`config.mk`:
```
export PLATFORM = sky130hd
export DESIGN_NAME = ir_packet_scheduler
export DESIGN_NICKNAME = d
export VERILOG_FILES = /design/src/rtl/ir_packet_scheduler.sv
export SDC_FILE = /design/constraint.sdc
export NUM_CORES = 1
export LEC_CHECK = 0
export ABC_AREA = 1
export CORE_AREA = 4 4 96 98
export CTS_CLUSTER_DIAMETER = 100
export DETAILED_ROUTE_END_ITERATION = 7
export DIE_AREA = 0 0 100 102
export PLACE_DENSITY = 0.71
export REMOVE_ABC_BUFFERS = 1
export SLEW_MARGIN = 20
export SYNTH_ARGS = -nofsm -noshare
export SYNTH_HDL_FRONTEND = slang
export SYNTH_SLANG_ARGS = --single-unit
```
`constraint.sdc`:
```
create_clock -name CLK -period 2.15 [get_ports CLK]
set_input_delay 0.645 -clock CLK [delete_from_list [all_inputs] [get_ports CLK]]
set_output_delay 0.645 -clock CLK [all_outputs]
set_load 0.01 [all_outputs]
```
`src/rtl/ir_packet_scheduler.sv`:
```
// Bus-mapped scheduler for the IR transmitter: holds the CPU direction command and issues
// guarded SEND_PACKET triggers (periodic or one-shot), with a packet-count watchdog.
module ir_packet_scheduler #(
    parameter logic [7:0] BASE_ADDR     = 8'hB0,
    parameter int         PERIOD_CYCLES = 10_000_000,
    parameter int         GUARD_CYCLES  = 2_500_000,
    parameter int         WDOG_PACKETS  = 10
) (
    input  logic       CLK,
    input  logic       RESETN,
    input  logic [7:0] BUS_ADDR,
    input  logic [7:0] BUS_WDATA,
    input  logic       BUS_WE,
    input  logic       BUS_RE,
    output logic [7:0] BUS_RDATA,
    output logic       BUS_RVALID,
    output logic [3:0] COMMAND,
    output logic       SEND_PACKET,
    output logic       BUSY
);

    localparam int PW = $clog2(PERIOD_CYCLES + 1);
    localparam int GW = $clog2(GUARD_CYCLES + 1);
    localparam int WW = $clog2(WDOG_PACKETS + 1);
    localparam logic [PW-1:0] PERIOD_LAST = PW'(PERIOD_CYCLES - 1);
    localparam logic [GW-1:0] GUARD_LAST  = GW'(GUARD_CYCLES - 1);
    localparam logic [WW-1:0] WDOG_FULL   = WW'(WDOG_PACKETS);

    typedef enum logic [1:0] {
        IDLE = 2'd0,
        TRIG = 2'd1,
        HOLD = 2'd2
    } state_t;

    state_t state, state_next;

    logic [3:0]    cmd;
    logic [3:0]    command_q;
    logic          auto_en;
    logic          wdog_en;
    logic          tripped;
    logic          pending;
    logic [PW-1:0] period_cnt;
    logic [GW-1:0] guard_cnt;
    logic [3:0]    pkt_cnt;
    logic [WW-1:0] wdog_cnt;

    logic sel_cmd, sel_ctrl, sel_status;
    logic wr_cmd, wr_ctrl;
    logic auto_next;
    logic period_wrap;
    logic new_req;
    logic req;
    logic guard_done;
    logic trip;
    logic unused_wdata;

    assign sel_cmd    = (BUS_ADDR == BASE_ADDR);
    assign sel_ctrl   = (BUS_ADDR == BASE_ADDR + 8'd1);
    assign sel_status = (BUS_ADDR == BASE_ADDR + 8'd2);
    assign wr_cmd     = BUS_WE & sel_cmd;
    assign wr_ctrl    = BUS_WE & sel_ctrl;
    assign unused_wdata = ^BUS_WDATA[7:4];

    // The period counter follows the AUTO value being written this cycle, so the
    // first auto trigger lands exactly PERIOD_CYCLES after the enabling write.
    assign auto_next   = wr_ctrl ? BUS_WDATA[0] : auto_en;
    assign period_wrap = auto_next && (period_cnt == PERIOD_LAST);
    assign new_req     = (wr_ctrl & BUS_WDATA[1]) | period_wrap;
    assign req         = pending | new_req;
    assign guard_done  = (guard_cnt == GUARD_LAST);

    // A CMD write in the same cycle as the trip takes priority.
    assign trip = wdog_en && (wdog_cnt == WDOG_FULL) && !wr_cmd;

    always_comb begin
        state_next = state;
        case (state)
            IDLE:    if (req) state_next = TRIG;
            TRIG:    state_next = HOLD;
            HOLD:    if (guard_done) state_next = req ? TRIG : IDLE;
            default: state_next = IDLE;
        endcase
    end

    always_ff @(posedge CLK or negedge RESETN) begin
        if (!RESETN) state <= IDLE;
        else         state <= state_next;
    end

    // COMMAND shows the live CMD during TRIG (pre-write value) and is frozen otherwise.
    assign SEND_PACKET = (state == TRIG);
    assign BUSY        = (state != IDLE);
    assign COMMAND     = (state == TRIG) ? cmd : command_q;

    always_ff @(posedge CLK or negedge RESETN) begin
        if (!RESETN) begin
            command_q  <= 4'd0;
            pkt_cnt    <= 4'd0;
            pending    <= 1'b0;
            period_cnt <= '0;
            guard_cnt  <= '0;
        end else begin
            if (state == TRIG) begin
                command_q <= cmd;
                pkt_cnt   <= pkt_cnt + 4'd1;
            end
            // Entering TRIG consumes every outstanding request at once.
            pending <= (state_next == TRIG && state != TRIG) ? 1'b0 : (pending | new_req);
            if (!auto_next)       period_cnt <= '0;
            else if (period_wrap) period_cnt <= '0;
            else                  period_cnt <= period_cnt + 1'b1;
            if (state == HOLD && !guard_done) guard_cnt <= guard_cnt + 1'b1;
            else                              guard_cnt <= '0;
        end
    end

    always_ff @(posedge CLK or negedge RESETN) begin
        if (!RESETN) begin
            cmd      <= 4'd0;
            auto_en  <= 1'b0;
            wdog_en  <= 1'b0;
            tripped  <= 1'b0;
            wdog_cnt <= '0;
        end else begin
            if (wr_ctrl) begin
                auto_en <= BUS_WDATA[0];
                wdog_en <= BUS_WDATA[2];
            end
            if (wr_cmd) begin
                cmd     <= BUS_WDATA[3:0];
                tripped <= 1'b0;
            end else if (trip) begin
                cmd     <= 4'd0;
                tripped <= 1'b1;
            end
            if (wr_cmd || !wdog_en)
                wdog_cnt <= '0;
            else if (state == TRIG && wdog_cnt != WDOG_FULL)
                wdog_cnt <= wdog_cnt + 1'b1;
        end
    end

    always_ff @(posedge CLK or negedge RESETN) begin
        if (!RESETN) begin
            BUS_RDATA  <= 8'd0;
            BUS_RVALID <= 1'b0;
        end else if (BUS_RE && (sel_cmd || sel_ctrl || sel_status)) begin
            BUS_RVALID <= 1'b1;
            if (sel_cmd)       BUS_RDATA <= {4'd0, cmd};
            else if (sel_ctrl) BUS_RDATA <= {5'd0, wdog_en, 1'b0, auto_en};
            else               BUS_RDATA <= {pkt_cnt, 1'b0, pending, tripped, BUSY};
        end else begin
            BUS_RVALID <= 1'b0;
        end
    end

endmodule
```
==> out/metrics.csv, run 1 <==
metric,value,unit
synth-to-layout area growth,17.92,%
cell area after placement,4762,sq um
max_cap viols,0,
level count of the clock H-tree,3,
RSZ-0062 raised after global routing,false,
number of nets with antenna violations after routing,0,
count of state elements after synthesis,77,
initial antenna violation count,0,
post-layout min period,2.038,ns
total of buffers placed on input and output ports,30,
Final Instance Area,4982,sq um
final max-slew violation count,0,
CTS Root Buffer Type,clkbuf_8,
Starting Density,49.91,%
ratio of routed vias to standard cells,5.046,
Detailed Place HPWL,6896,microns
cell count after placement,698,
final net count,626,
ratio of cells with drive above 1 in the final layout,11.55,%
Layout Cells excl Fill,714,
sink count of the clock tree,77,
Worst Path Arrival,1.39,ns
CP max FO,9,
post-route worst setup slack,0.1121,ns
leading area contributor after synthesis,dfrtp_1,
core footprint,8466,sq um
worst-case clock buffer depth,2,
die outline area,10200,sq um
number of CTS-inserted buffers,9,
count of antenna diodes in the layout,0,
outcome,finished clean,
Die Width,100,microns
number of remaining DRC errors,0,
remaining global-route overflow,0,
Worst slew margin,74.93,%
post-synthesis cell count,548,
most area-consuming cells after synthesis,"dfrtp_1, nand2_1, nor2_1, inv_1, nand3_1",
number of global-route vias before repair,3621,
Worst Hold Slack,0.1313,ns
count of warnings emitted by yosys,0,
WL/cell,12.56,microns
worst setup timing slack at the placement stage,0.01762,ns
TritonRoute pass-1 iters,5,
total track usage,18.87,%
Max Clock Freq,490.7,MHz
worst hold path class,primary input to asynchronous set/reset pin,
number of ports placed on the die boundary,35,
maximum number of pins on one net before global-route repair,34,
leakage power,2.258,nW
worst clock skew,0.007957,ns
Filler cells,748,
Post CTS Setup Buffer Count,0,
kind of start point of the critical path,flop,
period utilisation layout,94.79,%
type of the worst setup path,flop to output pin,
CTS tree,yes,
number of endpoints with negative hold slack in the final report,0,
Skew-Pair Late Insertion Delay,0.35,ns
Total Power Consumption,2.852,mW
row count,34,
total length of routed wires,8965,microns
final setup TNS,0,ns
Avg Inst Size Synth,7.710,sq um
transition time at the pin with the least slew margin,0.3747,ns
post-layout util,58.85,%
Worst EP required,1.50,ns
Pwr per Cell Area,572.3,nW/um^2
post-CTS clock slew at the launch and capture registers of the worst setup and hold paths,0.09,ns
capturing element type of the critical path,output pin,
mapped cell area,4225,sq um
peak supply drop,0.0005034,V
number of distinct library cells after synthesis,33,
top cell type's share of synthesized area,45.60,%
sequential area share after synthesis,45.60,%
die span in y,102,microns
total number of vias,3603,
wire length of the first global-routing pass,15620,microns
weighted congestion reported at the end of routability-driven placement,0.9422,
number of design-rule violations left by the first detailed-router iteration,170,
Final setup violation count,0,
[area by class of cell]
cell class | instances | area, sq um | share of cell area, %
clock buffers | 9 | 123.9 | 2.486
clock inverters | 7 | 105.1 | 2.109
inverters | 73 | 274.0 | 5.500
multi-input cells | 393 | 1981 | 39.75
flip-flops and latches | 77 | 1927 | 38.67
well taps | 108 | 135.1 | 2.712
repair buffers | 47 | 436.7 | 8.764
[Yosys cell counts]
library cell / count
and3_1: 1
o211ai_1: 3
o21ai_0: 12
nand2_2: 7
dfrtp_1: 77
nor3b_1: 2
a31oi_2: 1
buf_6: 4
a21oi_1: 10
nor2_2: 6
nand2_1: 141
nor2_1: 91
nand3_1: 47
nor3_1: 10
nand3_4: 1
nand3b_4: 1
nand3b_1: 1
nand3_2: 4
or2_0: 1
nand4_1: 12
o21bai_1: 1
xor2_1: 18
ha_1: 5
a21oi_2: 2
nor2_4: 5
inv_2: 3
nor3_2: 1
xnor2_1: 7
nand2_4: 1
o21ai_1: 1
nor3_4: 1
clkbuf_1: 1
inv_1: 70
[kinds of logic (layout without fill, tap and decap cells)]
logic type	Yosys count	count (layout)	synth area share [%]
xor gates and xnor gates	25	25	5.182
AOI/OAI and AO/OA	30	30	4.146
DFF	77	77	45.60
adders and majority gates	5	5	1.481
buffers and inverters	78	136	7.640
and+or+nand+nor	333	333	35.95
[report_power, final]
part / internal [mW] / total (mW) / switching [mW]
registers: 1.46 / 1.46 / 0.00731
clock network: 0.672 / 1.25 / 0.578
logic: 0.0573 / 0.138 / 0.0804
[worst max-delay path, cell delays in order, from the launching register on]
cell           delay (ns)
dfrtp_1              0.39
inv_2                0.08
nand2_4              0.09
o21ai_1              0.20
dlygate4sd2_1        0.30
[final timing paths]
check	slack (ns)	endpoint	startpoint	cells after the start
min in group CLK	0.48	pkt_cnt[3]$_DFFE_PN0P_	pkt_cnt[3]$_DFFE_PN0P_	1
worst max register to register	0.32	guard_cnt[15]$_DFF_PN0_	guard_cnt[0]$_DFF_PN0_	9
max in group asynchronous	1.48	period_cnt[6]$_DFF_PN0_	RESETN	2
worst max-delay path	0.11	COMMAND[0]	state[1]$_DFF_PN0_	4
worst min-delay path	0.13	guard_cnt[15]$_DFF_PN0_	RESETN	1
worst min register to register	0.48	pkt_cnt[3]$_DFFE_PN0P_	pkt_cnt[3]$_DFFE_PN0P_	1
[state kept, by name, summed over array words and instances, names as in the netlist, 2 cells and up]
signal	flops
BUS_RDATA	8
cmd	4
command_q	4
guard_cnt	22
period_cnt	24
pkt_cnt	4
state	2
wdog_cnt	4
[cells in the final DEF, fill, tap and decap left out, types with 3 or more instances in the layout]
master / n
dlygate4sd2_1: 3
o211ai_1: 3
nor3_1: 10
nand2_2: 6
xor2_1: 18
buf_4: 16
nand4_1: 12
nand3_2: 4
ha_1: 5
clkdlybuf4s50_1: 23
o21ai_0: 10
o21ai_1: 3
nor2_4: 5
xnor2_1: 7
a21oi_1: 10
inv_1: 69
nand3_1: 47
inv_2: 4
clkbuf_8: 9
dfrtp_1: 77
nand2_1: 141
nor2_2: 6
nor2_1: 91
[timing repair]
item / in CTS / in global routing
hold endpoints to repair: 0 / 0
gates cloned: 0 / 0
hold buffers: 0 / 0
gates resized for setup: 13 / 3
endpoints found under the setup margin: 5 / 3
[per-layer routing]
layer	up-vias	global-route usage, %	share of wire, %
met2	84	32.38	50
met5	-	0	0
li1	1824	-	-
met3	14	3.891	4.3
met4	0	6.943	1.3
met1	1681	23.69	44
(Power assumes the default switching activity.)
==> run 2, diff against run 1 <==
--- a/config.mk
+++ b/config.mk
@@ -6,11 +6,11 @@
 export NUM_CORES = 1
 export LEC_CHECK = 0
 export ABC_AREA = 1
-export CORE_AREA = 4 4 96 98
+export CORE_AREA = 4 4 97 99
 export CTS_CLUSTER_DIAMETER = 100
 export DETAILED_ROUTE_END_ITERATION = 7
-export DIE_AREA = 0 0 100 102
-export PLACE_DENSITY = 0.71
+export DIE_AREA = 0 0 101 103
+export DONT_BUFFER_PORTS = 1
 export REMOVE_ABC_BUFFERS = 1
 export SLEW_MARGIN = 20
 export SYNTH_ARGS = -nofsm -noshare
==> out/metrics.csv, run 2 (same netlist as run 1, synthesis figures left out) <==
metric,value,unit,change
logic gate share of total power,2.2,%,-2.6 points
cells on worst reg2reg path,9,,unchanged
number of CTS-inserted buffers,9,,unchanged
kind of start point of the critical path,flop,,
Total Power Consumption,2.685,mW,-5.8%
post-route worst setup slack,0.1347,ns,+0.02260 ns
worst clock skew,0.006475,ns,-0.001481 ns
Detailed Place HPWL,6528,microns,-5.3%
period utilisation layout,93.73,%,-1.1 points
count of antenna diodes in the layout,0,,unchanged
maximum number of pins on one net before global-route repair,78,,+130%
die span in y,103,microns,+0.98%
logic depth of the worst setup path including buffers,4,,unchanged
type of the worst setup path,flop to output pin,,
transition time at the pin with the least slew margin,0.3772,ns,+0.002519 ns
Final Instance Area,4586,sq um,-8.0%
outcome,"complete, but fails checks",,
Die Width,101,microns,+1.0%
number of remaining DRC errors,0,,unchanged
post-layout min period,2.015,ns,-0.02259 ns
Net Switching,654.6,uW,-1.7%
sequential power share,54.6,%,+3.3 points
register with the highest flop count,period_cnt,,
worst setup timing slack at the placement stage,0.3576,ns,+0.3400 ns
weighted congestion reported at the end of routability-driven placement,0.8731,,-7.3%
max_cap viols,0,,unchanged
Clock Power Share,43.3,%,-0.5 points
"leading cell type in the layout, fill and taps excluded",nand2_1,,
remaining global-route overflow,0,,unchanged
number of ports placed on the die boundary,35,,unchanged
proportion of total power due to net switching,24.38,%,+1.0 points
peak per-stage delay on the critical path,0.43,ns,+0.04 ns
"leading cell types in the layout, fill and taps excluded","nand2_1, nor2_1, dfrtp_1",,
sum of buffers and inverters on the critical path,2,,unchanged
Max Clock Freq,496.2,MHz,+1.1%
Final setup violation count,0,,unchanged
final net count,586,,-6.4%
CTS Root Buffer Type,clkbuf_8,,
die outline area,10400,sq um,+2.0%
WL/cell,13.21,microns,+5.2%
cell area after placement,4377,sq um,-8.1%
post-layout util,53.63,%,-5.2 points
worst hold path class,primary input to asynchronous set/reset pin,,
leakage power,2.067,nW,-8.4%
ratio of routed vias to standard cells,5.003,,-0.86%
met3 track demand over resource in global routing,3.992,%,+0.10 points
CP max FO,14,,+5
"flip-flop count of the largest register, all copies and words added",24,,unchanged
met1 global-route usage,23.58,%,-0.11 points
capturing element type of the critical path,output pin,,
cell class contributing the biggest share of worst-path delay,flip-flops,,
row count,34,,unchanged
Regs by FF count,"period_cnt: 24 flops, guard_cnt: 22 flops, BUS_RDATA: 8 flops",,
level count of the clock H-tree,3,,unchanged
cell count after placement,658,,-5.7%
worst-case clock buffer depth,2,,unchanged
Worst EP required,1.50,ns,about the same
TritonRoute pass-1 iters,5,,unchanged
total length of routed wires,8904,microns,-0.68%
Layout Cells excl Fill,674,,-5.6%
peak supply drop,0.0002850,V,-43%
global-route met2 utilization,30.94,%,-1.4 points
number of design-rule violations left by the first detailed-router iteration,161,,-5.3%
Worst slew margin,74.76,%,-0.17 points
design internal power,2.030,mW,-7.1%
total of buffers placed on input and output ports,0,,-100%
Skew-Pair Late Insertion Delay,0.35,ns,about the same
number of endpoints with negative hold slack in the final report,64,,+64
final max-slew violation count,0,,unchanged
core footprint,8551,sq um,+1.0%
ratio of cells with drive above 1 in the final layout,9.894,%,-1.7 points
number of global-route vias before repair,3327,,-8.1%
post-CTS clock slew at the launch and capture registers of the worst setup and hold paths,0.09,ns,about the same
RSZ-0062 raised after global routing,false,,
final setup TNS,0,ns,unchanged
violated checks,negative hold slack,,
total number of vias,3372,,-6.4%
Starting Density,49.41,%,-0.50 points
wire length of the first global-routing pass,15260,microns,-2.3%
synth-to-layout area growth,8.528,%,
Worst Path Arrival,1.37,ns,-0.02 ns
number of nets with antenna violations after routing,0,,unchanged
Pwr per Cell Area,585.5,nW/um^2,+2.3%
total track usage,18.41,%,-0.46 points
series of cell instances along the critical path,inv_1 -> nand2_4 -> o21ai_0 -> buf_4,,
Worst Hold Slack,-0.02115,ns,-0.1524 ns
CTS tree,yes,,
library cell contributing the largest single delay on the critical path,dfrtp_1,,
initial antenna violation count,0,,unchanged
sink count of the clock tree,77,,unchanged
highest-utilization routing layer at the global route stage,met2,,
==> run 2: changes by cell type in the layout (fill, tap and decap cells not counted), sizes merged <==
cell	previous run	this run
dlygate4sd2	3	0
inv	76	77
bufinv	2	1
clkdlybuf4s15	1	0
clkbuf	10	9
buf	19	7
clkdlybuf4s50	23	0
==> run 2: worst paths after layout <==
kind	slack (ns)	from	end
worst max register to register	0.38	guard_cnt[0]$_DFF_PN0_	guard_cnt[21]$_DFF_PN0_
worst min-delay path	-0.02	RESETN	guard_cnt[16]$_DFF_PN0_
min in group CLK	0.41	BUS_WDATA[2]	wdog_en$_DFFE_PN0N_
worst max-delay path	0.13	state[1]$_DFF_PN0_	COMMAND[1]
worst min register to register	0.48	pkt_cnt[3]$_DFFE_PN0P_	pkt_cnt[3]$_DFFE_PN0P_
max in group asynchronous	2.03	RESETN	period_cnt[18]$_DFF_PN0_
==> run 2: power groups by stage <==
stage               registers, mW  clock network, mW  logic [mW]
floorplan                    1.49                  0      0.0392
global placement             1.49                  0      0.0579
global route                 1.47               1.24      0.0663
finish                       1.46               1.16      0.0588
detailed placement           1.49                  0      0.0587
CTS                          1.47               1.19      0.0594
==> run 2: cell type report <==
type,instances,area [sq um]
clock buffer,9,123.9
clock inverter,7,80.08
timing repair buffer,7,65.06
inverter,73,274.0
multi-input combinational,393,1981
tap,108,135.1
sequential,77,1927
fill,829,3965
==> run 2: layer usage <==
layer	vias to the layer above	part of all wire (%)	wire length, microns
li1	1744	-	-
met1	1571	47	4181
met2	44	48	4278
met3	13	3.4	305
met4	0	1.6	139
met5	-	0	0
==> run 2: repair_timing <==
item / in CTS / in global routing
endpoints found under the hold margin: 77 / 77
gates resized for setup: 2 / 1
setup buffers: 0 / 0
endpoints found under the setup margin: 2 / 4
==> run 3, diff against run 2 <==
--- a/config.mk
+++ b/config.mk
@@ -7,7 +7,7 @@
 export LEC_CHECK = 0
 export ABC_AREA = 1
 export CORE_AREA = 4 4 97 99
-export CTS_CLUSTER_DIAMETER = 100
+export CTS_CLUSTER_DIAMETER = 60
 export DETAILED_ROUTE_END_ITERATION = 7
 export DIE_AREA = 0 0 101 103
 export DONT_BUFFER_PORTS = 1
==> results of run 3 <==
No change in the layout: final DEF, timing and power equal those of run 2.
==> RTL edit 1 (config.mk and constraints of run 1) <==
The parameter `WDOG_PACKETS` goes from 10 to 20.
--- a/src/rtl/ir_packet_scheduler.sv
+++ b/src/rtl/ir_packet_scheduler.sv
@@ -5,5 +5,5 @@
     parameter int         PERIOD_CYCLES = 10_000_000,
     parameter int         GUARD_CYCLES  = 2_500_000,
-    parameter int         WDOG_PACKETS  = 10
+    parameter int         WDOG_PACKETS  = 20
 ) (
     input  logic       CLK,
Behaviour: same outputs for any inputs over 10 cycles, from zero or initial values and one cycle with RESETN low; that may be too few to reach the edited logic, so the function may still have changed.
==> RTL edit 1 against run 1 <==
Maximum frequency shrank 2.1%. Total power shrank 5.9%. Clock power shrank 16%. Worst setup slack lost 0.043 ns. Final area grew 0.70%. Sequential cell count grew 1. Global-route usage grew 0.81 points. Wire length grew 4.4%. Synthesized area grew 1.9%. First-iteration DRC count shrank 31%. Largest cell class unchanged. Highest routed layer unchanged.
==> RTL edit 1: results <==
logic_synthesis:
  yosys-top-cells-area: "dfrtp_1, nand2_1, nor2_1"
  ys_seq_area_frac: 0.4535
  muxShareOfSynthArea: 0
  yosys_warnings: 0
  synth_cell_types: 32
  synth_xor_area_frac: 0.05087
  synth-main-ff-cell: "dfrtp_1"
  yosysMostFrequentCell: "nand2_1"
  synthTopCellsByCount: "nand2_1, nor2_1, dfrtp_1, inv_1, nand3_1"
  synthArstFlopShare: 1.000
  synthAdderAreaFrac: 0.01453
  synth_edf_count: 0
  synth_compound_area_frac: 0.03285
cells_and_area:
  diodes: 0
  nNetsFinal: 638
  fill_cells: 758
  largestRegisters: "period_cnt (24), guard_cnt (22), BUS_RDATA (8)"
  drive_above_1_share: 0.1424
clocking:
  cts.reportedPaths.clkPinSlew_ns: 0.09
  ctsLongestPathBuffers: 2
  cts_made_buffers: 9
  cts-htree-levels: 3
  cts_root_buf: "clkbuf_8"
  clk_latency_ns: 0.36
routing:
  vias: 3619
  first_pass_iters: 4
  drt_iter0_markers: 118
  wl_per_cell_um: 12.89
pwr:
  leakage_nw: 2.201
  peakVddDrop_mv: 0.3679
placement:
  pre_cts_ws_ns: -0.01061
  portBuffers: 30
  hpwl_mm: 7.124
  routabilityCongestion: 0.9174
  placed_area_um2: 4825
grt:
  grt_antenna_before_repair: 0
  grt_first_pass_wirelength_mm: 16.05
  grt_usage: 0.1968
  grt_max_degree: 48
run_status:
  outcome: "finished clean"
setup_path:
  critical_path.slowest_cell: "dfrtp_1"
  worst-path-max-fanout: 4
  cp_top_family: "buffers and inverters"
  critPathArrivalTime_ns: 1.44
  worst_path_largest_cell_delay_ns: 0.40
sta:
  slew_headroom: 0.6938
  fin_worst_skew_ns: 0.01270
worst_hold_path:
  min_path_type: "in -> async"
## RTL edit 1: timing repair
| item | in CTS | in global routing |
|---|---|---|
| hold endpoints to repair | 0 | 0 |
| endpoints found under the setup margin | 6 | 5 |
| pin swaps | 0 | 1 |
| setup buffers | 2 | 1 |
| resized for setup | 16 | 8 |
## RTL edit 1: area by class of cell
cell class | instances | share of cell area
inverters | 75 | 0.05611
well taps | 108 | 0.02693
flip-flops and latches | 78 | 0.3890
repair buffers | 46 | 0.08304
clock buffers | 9 | 0.02469
multi-input cells | 403 | 0.4077
clock inverters | 7 | 0.01247
## RTL edit 1: per-stage QoR
stage	utilization	std cells
after floorplan	-	556
after global placement	0.5699	707
after detailed placement	0.5699	707
after CTS	0.5933	725
after global routing	0.5927	726
final	0.5927	726
## RTL edit 1: logic make-up (layout without fill, tap and decap cells)
group / after synthesis / after routing
xor+xnor: 25 / 25
simple gates: 347 / 347
flops: 78 / 78
compound gates: 26 / 26
buf+inv: 79 / 137
fa+ha+maj: 5 / 5
## RTL edit 1: power breakdown
group,internal [mW],switching (mW)
Combinational,0.0602,0.0854
Clock,0.443,0.606
Sequential,1.48,0.0113
Total,1.98,0.703
## RTL edit 1: per-layer routing
layer,track usage,vias to the layer above,share of wire
met5,0,-,0
met4,0.09223,0,0.023
met3,0.02526,16,0.028
met2,0.3417,57,0.51
met1,0.2450,1682,0.44
li1,-,1864,-
## RTL edit 1: final timing paths
kind                              startpoint              to  slack, ns  cells past startpoint
min in group CLK                command_q[0]    command_q[0]       0.48                      2
worst min register to register  command_q[0]    command_q[0]       0.48                      2
worst max-delay path                state[1]      COMMAND[2]       0.07                      7
worst min-delay path                  RESETN   guard_cnt[17]       0.21                      1
worst max register to register  guard_cnt[0]    guard_cnt[8]       0.28                      8
max in group asynchronous             RESETN  period_cnt[16]       1.34                      2
==> RTL edit 2 (config.mk and constraints of run 1) <==
Without the edit above. Re-encode `state_t` (3 states) as one-hot, 3 bits wide.
--- a/src/rtl/ir_packet_scheduler.sv
+++ b/src/rtl/ir_packet_scheduler.sv
@@ -27,8 +27,8 @@
     localparam logic [WW-1:0] WDOG_FULL   = WW'(WDOG_PACKETS);
 
-    typedef enum logic [1:0] {
-        IDLE = 2'd0,
-        TRIG = 2'd1,
-        HOLD = 2'd2
+    typedef enum logic [2:0] {
+        IDLE = 3'b001,
+        TRIG = 3'b010,
+        HOLD = 3'b100
     } state_t;
 
Function: same outputs for any inputs over 10 cycles, from zero or initial values and one cycle with RESETN low; not proved beyond that.
==> RTL edit 2 against run 1 <==
Final area is 0.83% lower. Synthesized area is 1.8% lower. Sequential share of layout area is 0.85 points higher. Wire length is 1.3% higher. Sequential cell count is 1 higher. First-iteration DRC count is 38% lower. Total power is 9.3% lower. Maximum frequency is 2.4% lower. Worst setup slack worse by 0.051 ns. Critical path type unchanged.
==> RTL edit 2: results <==
cells_and_area:
  nNetsFinal: 629
  drive_above_1_share: 0.1297
  fill_cells: 797
  utilization: 0.5837
  diodes: 0
clocking:
  cts.reportedPaths.clkPinSlew_ns: 0.08
  cts_root_buf: "clkbuf_8"
  cts-htree-levels: 3
logic_synthesis:
  synth_cell_types: 29
  synth_xor_area_frac: 0.07179
  synthAdderAreaFrac: 0.01508
  muxShareOfSynthArea: 0
  ys_seq_area_frac: 0.4709
  yosys_warnings: 0
  syn_area_per_cell_um2: 7.695
  synthDominantCellAreaShare: 0.4646
  synthArstFlopShare: 1.000
  yosys-top-cells-area: "dfrtp_1, nand2_1, nor2_1"
  synth-main-ff-cell: "dfrtp_1"
  synth_compound_area_frac: 0.02383
  synth_top_family_by_area: "simple AND/OR/NAND/NOR gates"
  synthTopCellsByCount: "nand2_1, nor2_1, dfrtp_1, inv_1, nand3_1"
routing:
  wl_per_cell_um: 12.66
  drt_iter0_markers: 106
  routed_via_density: 4.930
  routed_wl_mm: 9.078
  first_pass_iters: 4
sta:
  tightest_slew_ns: 0.4966
  fin_worst_skew_ns: 0.01503
grt:
  grt_first_pass_wirelength_mm: 16.08
  grt_max_degree: 36
  grt_usage: 0.1950
  grt_pass1_vias: 3620
  grt_antenna_before_repair: 0
placement:
  portBuffers: 30
  routabilityCongestion: 0.9463
  post-place-cells: 693
  hpwl_mm: 6.840
  placed_area_um2: 4708
pwr:
  peakVddDrop_mv: 0.3566
  leakage_nw: 2.205
run_status:
  outcome: "finished clean"
setup_path:
  worst_path_largest_cell_delay_ns: 0.37
  worst-path-max-fanout: 5
  critical_path.slowest_cell: "dfrtp_1"
  rrSetupSlack_ns: 0.26
  critPathArrivalTime_ns: 1.44
-- RTL edit 2: cell count changes after synthesis, moves of 4 or more --
cell | before | now
a21oi_1 | 10 | 5
buf_6 | 4 | 0
inv_1 | 70 | 54
nand2_1 | 141 | 154
nand2_2 | 7 | 2
nand3_2 | 4 | 0
nor2_1 | 91 | 107
nor2_2 | 6 | 12
o21ai_0 | 12 | 1
xor2_1 | 18 | 28
-- RTL edit 2: kinds of logic after synthesis --
logic type	count (synthesis)
buf+inv	60
compound gates	14
simple gates	348
flops	78
fa+ha+maj	5
xor+xnor	34
-- RTL edit 2: cell type report --
cell class	instances	share of cell area
flip-flops and latches	78	0.3953
inverters	56	0.04356
multi-input cells	401	0.3983
clock inverters	6	0.007850
well taps	108	0.02735
repair buffers	58	0.1018
clock buffers	10	0.02583
-- RTL edit 2: per-stage QoR --
stage	setup WS, ns	setup TNS [ns]	hold slack, ns	total power [mW]
after CTS	0.006499	0	0.2368	2.625
after floorplan	-0.1989	-0.7954	0.3494	1.557
after global placement	0.01526	0	0.4529	1.656
final	0.06109	0	0.2314	2.587
after detailed placement	-0.02717	-0.1119	0.4642	1.661
after global routing	0.001669	0	0.2507	2.700
-- RTL edit 2: repair_timing --
item / in CTS / in global routing
setup buffers: 6 / 2
pin swaps: 2 / 2
endpoints found under the setup margin: 6 / 6
gates resized for setup: 22 / 10
hold buffers: 0 / 0
-- RTL edit 2: worst paths after layout --
check,startpoint,endpoint,depth (start not counted)
min reg2reg,BUS_RDATA[4],BUS_RDATA[4],2
min,RESETN,BUS_RDATA[5],1
max reg2reg,period_cnt[0],period_cnt[3],9
max in group asynchronous,RESETN,cmd[0],2
min in group CLK,BUS_RDATA[4],BUS_RDATA[4],2
max,state[1],SEND_PACKET,5
-- RTL edit 2: layer usage --
layer | vias to the layer above | wire [um] | share of wire | track usage
met5 | - | 0 | 0 | 0
met4 | 0 | 119 | 0.013 | 0.06114
met3 | 15 | 364 | 0.040 | 0.04096
met2 | 63 | 4465 | 0.49 | 0.3273
met1 | 1649 | 4129 | 0.45 | 0.2549
li1 | 1808 | - | - | -
-- RTL edit 2: worst max-delay path, delay by kind of cell, from the launching register on --
kind	cells	cell delay, ns
buf+inv	4	0.55
flops	1	0.37
simple gates	1	0.18
-- RTL edit 2: power breakdown --
part / switching [mW] / internal, mW
clock network: 0.541 / 0.415
logic: 0.0783 / 0.0618
registers: 0.0122 / 1.48
